==> config.mk <==
export PLATFORM = sky130hd
export DESIGN_NAME = pc_sequencer
export DESIGN_NICKNAME = d
export VERILOG_FILES = /design/src/rtl/pc_seq_pkg.sv /design/src/rtl/pc_ret_stack.sv /design/src/rtl/pc_sequencer.sv
export SDC_FILE = /design/constraint.sdc
export NUM_CORES = 1
export LEC_CHECK = 0
export ABC_AREA = 1
export CAP_MARGIN = 20
export CORE_MARGIN = 5
export CORE_UTILIZATION = 48
export DETAILED_ROUTE_END_ITERATION = 7
export MAX_ROUTING_LAYER = met4
export PLACE_DENSITY = 0.76
export SETUP_SLACK_MARGIN = 0.4
export SLEW_MARGIN = 30
export SYNTH_ARGS = -nofsm -noshare
export SYNTH_HDL_FRONTEND = slang
export SYNTH_SLANG_ARGS = --single-unit
==> constraint.sdc <==
create_clock -name clk -period 1.74 [get_ports clk]
set_input_delay 0.435 -clock clk [delete_from_list [all_inputs] [get_ports clk]]
set_output_delay 0.435 -clock clk [all_outputs]
set_load 0.01 [all_outputs]
==> src/rtl/pc_seq_pkg.sv <==
// Shared encodings for the program-counter sequencer: FSM states and
// the next-PC source select used by the PC mux.
package pc_seq_pkg;

  typedef enum logic {
    RUN    = 1'b0,
    HALTED = 1'b1
  } seq_state_t;

  typedef enum logic [2:0] {
    HOLD   = 3'd0,
    RET    = 3'd1,
    CALL   = 3'd2,
    JUMP   = 3'd3,
    BRANCH = 3'd4,
    INC    = 3'd5
  } pc_src_t;

endpackage

==> src/rtl/pc_ret_stack.sv <==
// Return-address stack: registered occupancy count, unreset entry storage,
// and a combinational view of the top entry.
module pc_ret_stack #(
  parameter int WIDTH = 4,
  parameter int DEPTH = 4
) (
  input  logic             clk,
  input  logic             reset,
  input  logic             push,
  input  logic             pop,
  input  logic [WIDTH-1:0] din,
  output logic [WIDTH-1:0] dout,
  output logic             full,
  output logic             empty
);

  localparam int AW = $clog2(DEPTH);
  localparam int CW = AW + 1;

  logic [WIDTH-1:0] mem [DEPTH];
  logic [CW-1:0]    count;
  logic [CW-1:0]    count_m1;
  logic [AW-1:0]    wr_idx;
  logic [AW-1:0]    top_idx;

  assign count_m1 = count - CW'(1);
  assign wr_idx   = count[AW-1:0];
  assign top_idx  = count_m1[AW-1:0];
  assign full     = (count == CW'(DEPTH));
  assign empty    = (count == '0);
  assign dout     = mem[top_idx];

  always_ff @(posedge clk or negedge reset) begin
    if (!reset) begin
      count <= '0;
    end else if (push && !full) begin
      count <= count + CW'(1);
    end else if (pop && !empty) begin
      count <= count_m1;
    end
  end

  // Entries carry no reset; the count alone says which ones are valid.
  always_ff @(posedge clk) begin
    if (push && !full) begin
      mem[wr_idx] <= din;
    end
  end

endmodule

==> src/rtl/pc_sequencer.sv <==
// Program-counter sequencer: RUN/HALTED FSM, prioritised next-PC mux and
// a return stack with sticky overflow/underflow flags.
module pc_sequencer
  import pc_seq_pkg::*;
#(
  parameter int              PC_W        = 4,
  parameter int              STACK_DEPTH = 4,
  parameter logic [PC_W-1:0] RESET_VEC   = '0
) (
  input  logic            clk,
  input  logic            reset,
  input  logic            stall,
  input  logic            halt,
  input  logic            resume,
  input  logic            jump_en,
  input  logic [PC_W-1:0] jump_addr,
  input  logic            branch_en,
  input  logic            branch_taken,
  input  logic [PC_W-1:0] branch_off,
  input  logic            call_en,
  input  logic            ret_en,
  output logic [PC_W-1:0] pc,
  output logic            running,
  output logic            stack_ovf,
  output logic            stack_unf
);

  seq_state_t      state, next_state;
  pc_src_t         src;
  logic [PC_W-1:0] pc_inc, pc_next, stack_top;
  logic            push, pop, full, empty, ovf_set, unf_set;

  assign pc_inc  = pc + PC_W'(1);
  assign running = (state == RUN);

  pc_ret_stack #(
    .WIDTH(PC_W),
    .DEPTH(STACK_DEPTH)
  ) u_stack (
    .clk  (clk),
    .reset(reset),
    .push (push),
    .pop  (pop),
    .din  (pc_inc),
    .dout (stack_top),
    .full (full),
    .empty(empty)
  );

  always_ff @(posedge clk or negedge reset) begin
    if (!reset) begin
      state     <= RUN;
      pc        <= RESET_VEC;
      stack_ovf <= 1'b0;
      stack_unf <= 1'b0;
    end else begin
      state     <= next_state;
      pc        <= pc_next;
      stack_ovf <= stack_ovf | ovf_set;
      stack_unf <= stack_unf | unf_set;
    end
  end

  // Halt is sampled even while stalled; HALTED only listens to resume.
  always_comb begin
    next_state = state;
    src        = HOLD;
    push       = 1'b0;
    pop        = 1'b0;
    ovf_set    = 1'b0;
    unf_set    = 1'b0;
    case (state)
      RUN: begin
        if (halt) next_state = HALTED;
        if (stall) begin
          src = HOLD;
        end else if (ret_en) begin
          if (empty) begin
            src     = INC;
            unf_set = 1'b1;
          end else begin
            src = RET;
            pop = 1'b1;
          end
        end else if (call_en) begin
          src = CALL;
          if (full) ovf_set = 1'b1;
          else      push    = 1'b1;
        end else if (jump_en) begin
          src = JUMP;
        end else if (branch_en && branch_taken) begin
          src = BRANCH;
        end else begin
          src = INC;
        end
      end
      HALTED: begin
        if (resume && !halt) next_state = RUN;
      end
      default: next_state = RUN;
    endcase
  end

  always_comb begin
    pc_next = pc;
    case (src)
      HOLD:    pc_next = pc;
      RET:     pc_next = stack_top;
      CALL:    pc_next = jump_addr;
      JUMP:    pc_next = jump_addr;
      BRANCH:  pc_next = pc + branch_off;
      INC:     pc_next = pc_inc;
      default: pc_next = pc;
    endcase
  end

endmodule

==> out/metrics.yaml, run 1 <==
status: "complete, no violations"
die_y_um: 66.72
rsz0062_at_grt: "yes"
cp-end-kind: "register"
synth_area_sq_mm: 0.001544
p_sw_frac: 0.4119
intPower_w: 0.001992
ys_top_cells_by_count: "nand2_1 (54), nand3_1 (26), inv_1 (21)"
min_path_type: "primary input to asynchronous set/reset pin"
cp.arrival_ns: 1.84
drc: 0
min_period_over_period: 0.9178
drv_cap: 0
io_buffers: 24
grt_pass1_vias: 1448
synth.most_common_cell: "nand2_1"
final_cell_area_sq_mm: 0.002338
synth_edf_count: 16
syn_avg_cell_area_sq_um: 8.626
num-fill-cells: 202
path_buf_inv: 3
synth-main-ff-cell: "edfxtp_1"
synth-seq-area-share: 0.4733
cts.sinks: 26
grt-ovfl-total: 0
nets: 262
drive_above_1_share: 0.3648
h-tree-depth: 1
start_util: 0.5016
fmaxAchievable_mhz: 626.2
clk_latency_ns: 0.33
required_ns: 1.98
hold_viol: 0
relSlewSlack: 0.6775
p_comb_frac: 0.598
gp_congestion: 0.8514
crit_chain: "buf_6 -> ha_4 -> inv_2 -> fa_2 -> inv_2 -> nand2_2 -> nand3_2 -> nand2_1 -> nand2_1"
fin_crit_ns: 1.597
rows: 20
ant_nets: 0
critical-path-top-delay-family: "adder cells"
drt_iter0_drc: 92
dp_hpwl_um: 2650
async_reset_ff_frac: 0.3846
ys_ff_latch: 26
worstMarginPinSlew_ns: 0.4822
vias: 1488
final.setup.tns_ns: 0
antenna_cells: 0
p_switching_w: 0.001395
netlist_instances: 179
drt-pass1-iter-count: 4
routed_via_density: 5.372
io_pins: 25
ys_types: 24
syn_nets: 207
numCtsBuffers: 3
syn_to_final_growth_pct: 51.46
die-area_sq_mm: 0.004451
worstPathMaxFanout: 2
max_stage_delay_ns: 0.52
clkPwrFrac: 0.125
die_w_um: 66.72
cp_slowest_cell: "fa_2"
powerDensity_mw_per_mm2: 1448
drt_wl_total_um: 4491
clock_path_buffers: 2
worstSetupPathType: "register to register"
wl_per_cell_um: 16.21
cts_tree: "done"
coreArea_sq_mm: 0.003078
path_clk_slew_ns: 0.14
total_power_w: 0.003387
seqPwrFrac: 0.277
antenna_found_initial: 0
final_core_util: 0.7598
critPathLaunchType: "register"
finClkSkew_ns: 0.001937
track_usage: 0.2000
synth_top_area_cell: "edfxtp_1"
grt_start_max_net_pins: 16
synth_warnings: 0
dpl_cell_area_sq_mm: 0.001966
cts_root_buf: "clkbuf_4"
synthTopCellsByArea: "edfxtp_1 (31%), dfrtp_1 (16%), nand2_1 (13%), nand3_1 (8.4%), ha_1 (7.3%)"
ir_worst_vdd_uv: 788.5
p_leak_nw: 1.028
drv_slew: 0
grt_pass1_wl_um: 6492
final-setup-viol-count: 0
synth_top_area_frac: 0.3112
==> layout make-up <==
class                   instances  area, sq um  share of cell area
inverters                      26        105.1             0.04494
clock inverters                 1        30.03             0.01284
flip-flops and latches         26        735.7              0.3146
well taps                      44        55.05             0.02354
repair buffers                 51        486.7              0.2081
multi-input cells             126        903.4              0.3863
clock buffers                   3        22.52            0.009631
==> power by group through the flow <==
stage          logic [W]  clock network [W]  registers [W]
2_1_floorplan   0.000925                  0       0.000995
3_3_place_gp     0.00136                  0       0.000994
3_5_place_dp     0.00143                  0        0.00100
4_1_cts          0.00174           0.000416       0.000926
5_1_grt          0.00218           0.000448       0.000951
6_report         0.00202           0.000424       0.000939
==> path summary, 6_finish.rpt <==
check                                    startpoint             endpoint  slack [ns]  cells past startpoint
min in group clk                stack_unf$_DFF_PN0_  stack_unf$_DFF_PN0_        0.49                      2
worst max register to register    pc[0]$_DFFE_PN0P_    pc[1]$_DFFE_PN0P_        0.14                      9
worst min-delay path                          reset    pc[0]$_DFFE_PN0P_        0.41                      1
max in group asynchronous                     reset      state$_DFF_PN0_        0.98                      1
worst min register to register  stack_unf$_DFF_PN0_  stack_unf$_DFF_PN0_        0.49                      2
worst max-delay path              pc[0]$_DFFE_PN0P_    pc[1]$_DFFE_PN0P_        0.14                      9
==> logic make-up (layout without fill, tap and decap cells) <==
| group | after synthesis | in the layout | share of synthesized area |
|---|---|---|---|
| AOI/OAI and AO/OA | 11 | 11 | 0.04862 |
| xor gates and xnor gates | 5 | 5 | 0.02837 |
| adders and majority gates | 10 | 10 | 0.08590 |
| buffers and inverters | 27 | 81 | 0.06645 |
| DFF | 26 | 26 | 0.4733 |
| and+or+nand+nor | 100 | 100 | 0.2974 |
==> layer usage <==
layer / share of wire / global-route usage / vias up
li1: - / - / 690
met1: 0.38 / 0.2376 / 717
met2: 0.53 / 0.3564 / 62
met3: 0.054 / 0.02698 / 19
met4: 0.035 / 0.05076 / 0
met5: 0 / - / -
==> placed cells by master (no fill, tap or decap), types with 2 or more instances in the layout <==
| cell | synthesis | routed |
|---|---|---|
| buf_12 | 0 | 2 |
| nor2_1 | 13 | 9 |
| ha_2 | 0 | 2 |
| edfxtp_1 | 16 | 16 |
| nand2_2 | 1 | 3 |
| o21bai_1 | 2 | 2 |
| nor2_4 | 0 | 5 |
| nand2_4 | 1 | 3 |
| dfrtp_1 | 10 | 6 |
| buf_6 | 0 | 12 |
| nand3_4 | 0 | 2 |
| nand3_2 | 0 | 4 |
| ha_1 | 9 | 3 |
| buf_2 | 1 | 4 |
| inv_2 | 5 | 9 |
| xor2_1 | 3 | 2 |
| inv_1 | 21 | 15 |
| nand3_1 | 26 | 20 |
| buf_4 | 0 | 15 |
| a21oi_1 | 5 | 4 |
| dfrtp_2 | 0 | 4 |
| o21ai_1 | 0 | 2 |
| dlygate4sd2_1 | 0 | 5 |
| ha_4 | 0 | 4 |
| clkdlybuf4s50_1 | 0 | 12 |
| clkbuf_4 | 0 | 3 |
| nand2_1 | 54 | 50 |
==> per-stage QoR <==
step | hold WS, ns | cells | setup WS, ns
floorplan | 0.1394 | 179 | 0.2835
global placement | 0.4502 | 254 | -0.2379
detailed placement | 0.4533 | 254 | -0.3018
CTS | 0.4367 | 273 | 0.2139
global route | 0.4586 | 277 | 0.09213
finish | 0.4095 | 277 | 0.1430
==> state kept, by name, summed over array words and instances, names as in the netlist <==
| signal | flops |
|---|---|
| pc | 4 |
| u_stack.count | 3 |
| state | 1 |
| u_stack.mem | 16 |
| stack_ovf | 1 |
| stack_unf | 1 |
==> timing repair <==
| action | 4_1_cts | 5_1_grt |
|---|---|---|
| setup endpoints to repair | 30 | 33 |
| resized for setup | 54 | 28 |
| hold buffers | 0 | 0 |
| pin swaps | 17 | 11 |
| buffers inserted | 15 | 4 |
Note: power is estimated with default switching activity, not from simulation.
==> run 2: changes to the inputs <==
GPL_TIMING_DRIVEN = 0   (was unset)
PLACE_DENSITY = unset   (was 0.76)
PLACE_DENSITY_LB_ADDON = 0.05   (was unset)
==> run 2 against run 1 <==
- die area unchanged
- worst setup slack improved by 0.070 ns
- sequential share of layout area increased by 0.25 points
- highest routed layer unchanged
- clock-buffer cell count unchanged
- combinational power down 2%
- final cell count is 0.36% higher
- largest power group unchanged
==> out/metrics.yaml, run 2 (synthesis gave the netlist of run 1 again) <==
status: "complete, no violations"
final_common_cell: "nand2_1"
wl_per_cell_um: 12.87
ir_worst_vdd_uv: 697.8
multi_input_area_sq_um: 898.4
io_buffers: 24
intPower_w: 0.002010
h-tree-depth: 1
drv_slew: 0
ff2ff_path_depth: 9
cp-end-kind: "register"
nets: 263
layout_common_cells: "nand2_1 (49), nand3_1 (22), buf_4 (17), inv_1 (16), edfxtp_1 (16)"
final-setup-viol-count: 0
p_leak_nw: 1.030
r2r_setup_slack_ns: 0.21
syn_to_final_growth_pct: 50.24
num-fill-cells: 225
cts.sinks: 26
dp_cells: 247
rsz0062_at_grt: "yes"
worstMarginPinSlew_ns: 0.4801
critPathLaunchType: "register"
required_ns: 1.98
track_usage: 0.1853
clkPwrFrac: 0.125
relSlewSlack: 0.6790
cp.arrival_ns: 1.76
coreArea_sq_mm: 0.003078
drt-pass1-iter-count: 4
path_clk_slew_ns: 0.15
largest_reg_flops: 16
grt_start_max_net_pins: 16
powerDensity_mw_per_mm2: 1434
gp_congestion: 0.8596
antenna_cells: 0
worstPathMaxFanout: 4
drc: 0
grt_pass1_vias: 1373
die_y_um: 66.72
dp_hpwl_um: 2448
grt_pass1_wl_um: 6147
clock_path_buffers: 2
cts_hold_buf: 0
drv_cap: 0
worstSetupPathType: "register to register"
numCtsBuffers: 3
die-area_sq_mm: 0.004451
io_pins: 25
top_register: "u_stack.mem"
r2r-end: "pc[1]$_DFFE_PN0P_"
min_period_over_period: 0.8775
drt_wl_total_um: 3578
finClkSkew_ns: 0.009671
final.setup.tns_ns: 0
drt_iter0_drc: 81
seq_area_sq_um: 735.7
instances_no_fill: 278
seqPwrFrac: 0.283
antenna_found_initial: 0
final_core_util: 0.7537
p_switching_w: 0.001318
routed_via_density: 4.784
hold_viol: 0
critPathLaunch: "pc[0]$_DFFE_PN0P_"
cts_tree: "done"
die_w_um: 66.72
r2r-start: "pc[0]$_DFFE_PN0P_"
reg.largest.list: "u_stack.mem (16), pc (4), u_stack.count (3)"
grt-ovfl-total: 0
clk_latency_ns: 0.32
ant_nets: 0
drive_above_1_share: 0.3675
min_path_type: "primary input to asynchronous set/reset pin"
vias: 1330
rows: 20
fmaxAchievable_mhz: 654.9
p_comb_frac: 0.592
cts_root_buf: "clkbuf_4"
start_util: 0.5016
critPathCapture: "pc[1]$_DFFE_PN0P_"
p_sw_frac: 0.3960
fin_crit_ns: 1.527
run 2: timing repair:
item,4_1_cts,5_1_grt
gates resized for setup,61,19
endpoints found under the setup margin,34,31
setup buffers,24,3
pin swaps,12,8
run 2: how the worst min path moves through the flow:
stage,cells after the start,to,startpoint
6_report,1,pc[3]$_DFFE_PN0P_,reset
5_1_grt,1,pc[3]$_DFFE_PN0P_,reset
4_1_cts,1,pc[3]$_DFFE_PN0P_,reset
3_5_place_dp,2,stack_unf$_DFF_PN0_,stack_unf$_DFF_PN0_
3_3_place_gp,2,stack_unf$_DFF_PN0_,stack_unf$_DFF_PN0_
2_1_floorplan,0,pc[0]$_DFFE_PN0P_,reset
run 2: layer usage:
metal  GRT usage  part of all wire  vias to the layer above
li1            -                 -                      690
met1      0.2329              0.45                      603
met2      0.3131              0.51                       31
met3     0.02530             0.035                        6
met4     0.05076            0.0084                        0
met5           -                 0                        -
run 2: power by group through the flow:
stage          Combinational [W]  Sequential (W)  Clock (W)
2_1_floorplan           0.000925        0.000995          0
3_3_place_gp             0.00132        0.000994          0
3_5_place_dp             0.00136         0.00100          0
4_1_cts                  0.00182        0.000927   0.000423
5_1_grt                  0.00219        0.000952   0.000448
6_report                 0.00197        0.000943   0.000415
run 2: critical path, stage by stage, from the launching register on:
cell and delay, ns:
dfrtp_2 0.40, buf_6 0.12, ha_4 0.13, inv_2 0.03, fa_2 0.50, inv_1 0.03
nand2_1 0.05, nand3_1 0.06, nand2_1 0.06, nand2_1 0.05
run 2: layout make-up:
| class | instances | share of cell area |
|---|---|---|
| clock buffer | 3 | 0.009709 |
| clock inverter | 1 | 0.01295 |
| multi-input combinational | 126 | 0.3873 |
| timing repair buffer | 51 | 0.1969 |
| tap | 44 | 0.02373 |
| buffer | 1 | 0.004854 |
| inverter | 26 | 0.04747 |
| sequential | 26 | 0.3172 |
run 2: stage by stage:
step / area (sq um) / hold WS (ns) / setup WS [ns] / power, W
after floorplan: 1622 / 0.1394 / 0.2835 / 0.001921
after global placement: 1917 / 0.4531 / -0.2653 / 0.002318
after detailed placement: 1917 / 0.4692 / -0.2758 / 0.002363
after CTS: 2223 / 0.4231 / 0.2183 / 0.003172
after global routing: 2320 / 0.4348 / 0.1744 / 0.003590
final: 2320 / 0.4139 / 0.2131 / 0.003327
==> run 3: changes to the inputs <==
CORE_UTILIZATION = 57   (was 48)
CTS_CLUSTER_DIAMETER = 50   (was unset)
clock period = 1.8 ns   (was 1.74 ns; I/O delays follow)
==> run 3 against run 2 <==
- global-route usage grew 4.7 points
- hold slack gained 0.032 ns
- largest power group unchanged
- critical endpoint unchanged
- critical path depth is the same
- maximum frequency shrank 1.6%
- largest cell class unchanged
- via count grew 6.8%
==> out/metrics.yaml, run 3 (synthesis gave the netlist of run 1 again) <==
vias: 1421
r2r-end: "pc[1]$_DFFE_PN0P_"
fmaxAchievable_mhz: 644.5
drt-pass1-iter-count: 4
status: "complete, no violations"
reg.largest.list: "u_stack.mem (16), pc (4), u_stack.count (3)"
ant_nets: 0
io_pins: 25
cts_tree: "done"
antenna_found_initial: 0
hold_viol: 0
ff2ff_path_depth: 9
worstSetupPathType: "register to register"
r2r-start: "pc[0]$_DFFE_PN0P_"
drive_above_1_share: 0.3506
worstPathMaxFanout: 2
finClkSkew_ns: 0.003188
die-area_sq_mm: 0.003850
seq_area_sq_um: 735.7
drv_cap: 0
clk_latency_ns: 0.31
p_leak_nw: 0.9888
min_period_over_period: 0.8620
dp_hpwl_um: 2641
ir_worst_vdd_uv: 1179
fin_crit_ns: 1.552
path_clk_slew_ns: 0.14
p_sw_frac: 0.4288
required_ns: 2.02
numCtsBuffers: 3
drv_slew: 0
grt_start_max_net_pins: 15
wl_per_cell_um: 16.63
total_power_w: 0.003200
intPower_w: 0.001828
seqPwrFrac: 0.284
grt_pass1_wl_um: 6237
final_common_cell: "nand2_1"
top_register: "u_stack.mem"
gp_congestion: 0.8412
grt_pass1_vias: 1413
cts_root_buf: "clkbuf_4"
rows: 18
die_w_um: 62.05
drt_iter0_drc: 75
track_usage: 0.2321
powerDensity_mw_per_mm2: 1439
final_core_util: 0.8741
num-fill-cells: 129
clkPwrFrac: 0.078
drt_wl_total_um: 4340
routed_via_density: 5.444
drc: 0
nets: 260
r2r_setup_slack_ns: 0.25
p_switching_w: 0.001372
antenna_cells: 0
rsz0062_at_grt: "yes"
cp.arrival_ns: 1.77
h-tree-depth: 1
io_buffers: 24
multi_input_area_sq_um: 898.4
critPathLaunchType: "register"
cts_hold_buf: 0
p_comb_frac: 0.638
largest_reg_flops: 16
worstMarginPinSlew_ns: 0.4810
start_util: 0.6067
cp-end-kind: "register"
final-setup-viol-count: 0
relSlewSlack: 0.6783
coreArea_sq_mm: 0.002545
clock_path_buffers: 2
cts.sinks: 26
die_y_um: 62.05
layout_common_cells: "nand2_1 (47), nand3_1 (22), buf_4 (21), edfxtp_1 (16), inv_1 (15)"
grt-ovfl-total: 0
min_path_type: "primary input to asynchronous set/reset pin"
syn_to_final_growth_pct: 44.08
[run 3: changes by cell type in the layout (fill, tap and decap cells not counted), moves of 2 or more]
cell / change
ha_2: -2
buf_4: +4
buf_6: -8
ha_4: +2
nand2_2: +2
nand2_1: -2
[run 3: final cells by class]
class / instances / share of cell area
inverters: 26 / 0.04949
well taps: 30 / 0.01687
plain buffers: 1 / 0.005062
clock buffers: 3 / 0.01012
flip-flops and latches: 26 / 0.3307
multi-input cells: 126 / 0.4038
clock inverters: 1 / 0.001687
repair buffers: 48 / 0.1822
[run 3: metal layers]
metal,track usage,wire length [um],vias to the layer above
li1,-,-,680
met1,0.2556,1732,668
met2,0.4334,2332,65
met3,0.02686,205,8
met4,0.06667,69,0
met5,-,0,-
[run 3: critical path: stages (launching register included)]
cell and delay (ns):
dfrtp_2 0.41, buf_6 0.12, ha_4 0.12, inv_2 0.03, fa_2 0.51, inv_2 0.04
nand2_2 0.05, nand3_1 0.06, nand2_1 0.07, nand2_1 0.05
[run 3: how the worst max path moves through the flow]
stage,start,endpoint,depth (start not counted)
finish,pc[0]$_DFFE_PN0P_,pc[1]$_DFFE_PN0P_,9
global route,u_stack.count[0]$_DFFE_PN0P_,u_stack.mem[3][2]$_DFFE_PP_,6
CTS,pc[0]$_DFFE_PN0P_,pc[1]$_DFFE_PN0P_,9
detailed placement,branch_off[0],pc[1]$_DFFE_PN0P_,9
global placement,branch_off[0],pc[1]$_DFFE_PN0P_,9
floorplan,u_stack.count[0]$_DFFE_PN0P_,u_stack.mem[1][0]$_DFFE_PP_,6
[run 3: through the flow]
step           cells  area (sq um)  hold slack (ns)  TNS, ns  worst slack [ns]
5_1_grt          261          2225           0.4745        0            0.2065
3_3_place_gp     233          1892           0.4533   -1.593           -0.2127
4_1_cts          255          2117           0.4547        0            0.2643
3_5_place_dp     233          1892           0.4613   -2.139           -0.2375
6_report         261          2225           0.4462        0            0.2483
2_1_floorplan    179          1614           0.1544        0            0.3435
[run 3: power by group through the flow]
stage | Combinational [W] | Clock (W) | Sequential [W]
floorplan | 0.000886 | 0 | 0.000960
global placement | 0.00126 | 0 | 0.000954
detailed placement | 0.00135 | 0 | 0.000964
CTS | 0.00173 | 0.000249 | 0.000894
global route | 0.00220 | 0.000280 | 0.000919
finish | 0.00204 | 0.000249 | 0.000909
[run 3: timing repair]
| action | CTS | global route |
|---|---|---|
| buffers inserted | 18 | 6 |
| resized for setup | 49 | 24 |
| cloned | 0 | 0 |
| pin swaps | 9 | 16 |
| setup endpoints to repair | 30 | 24 |
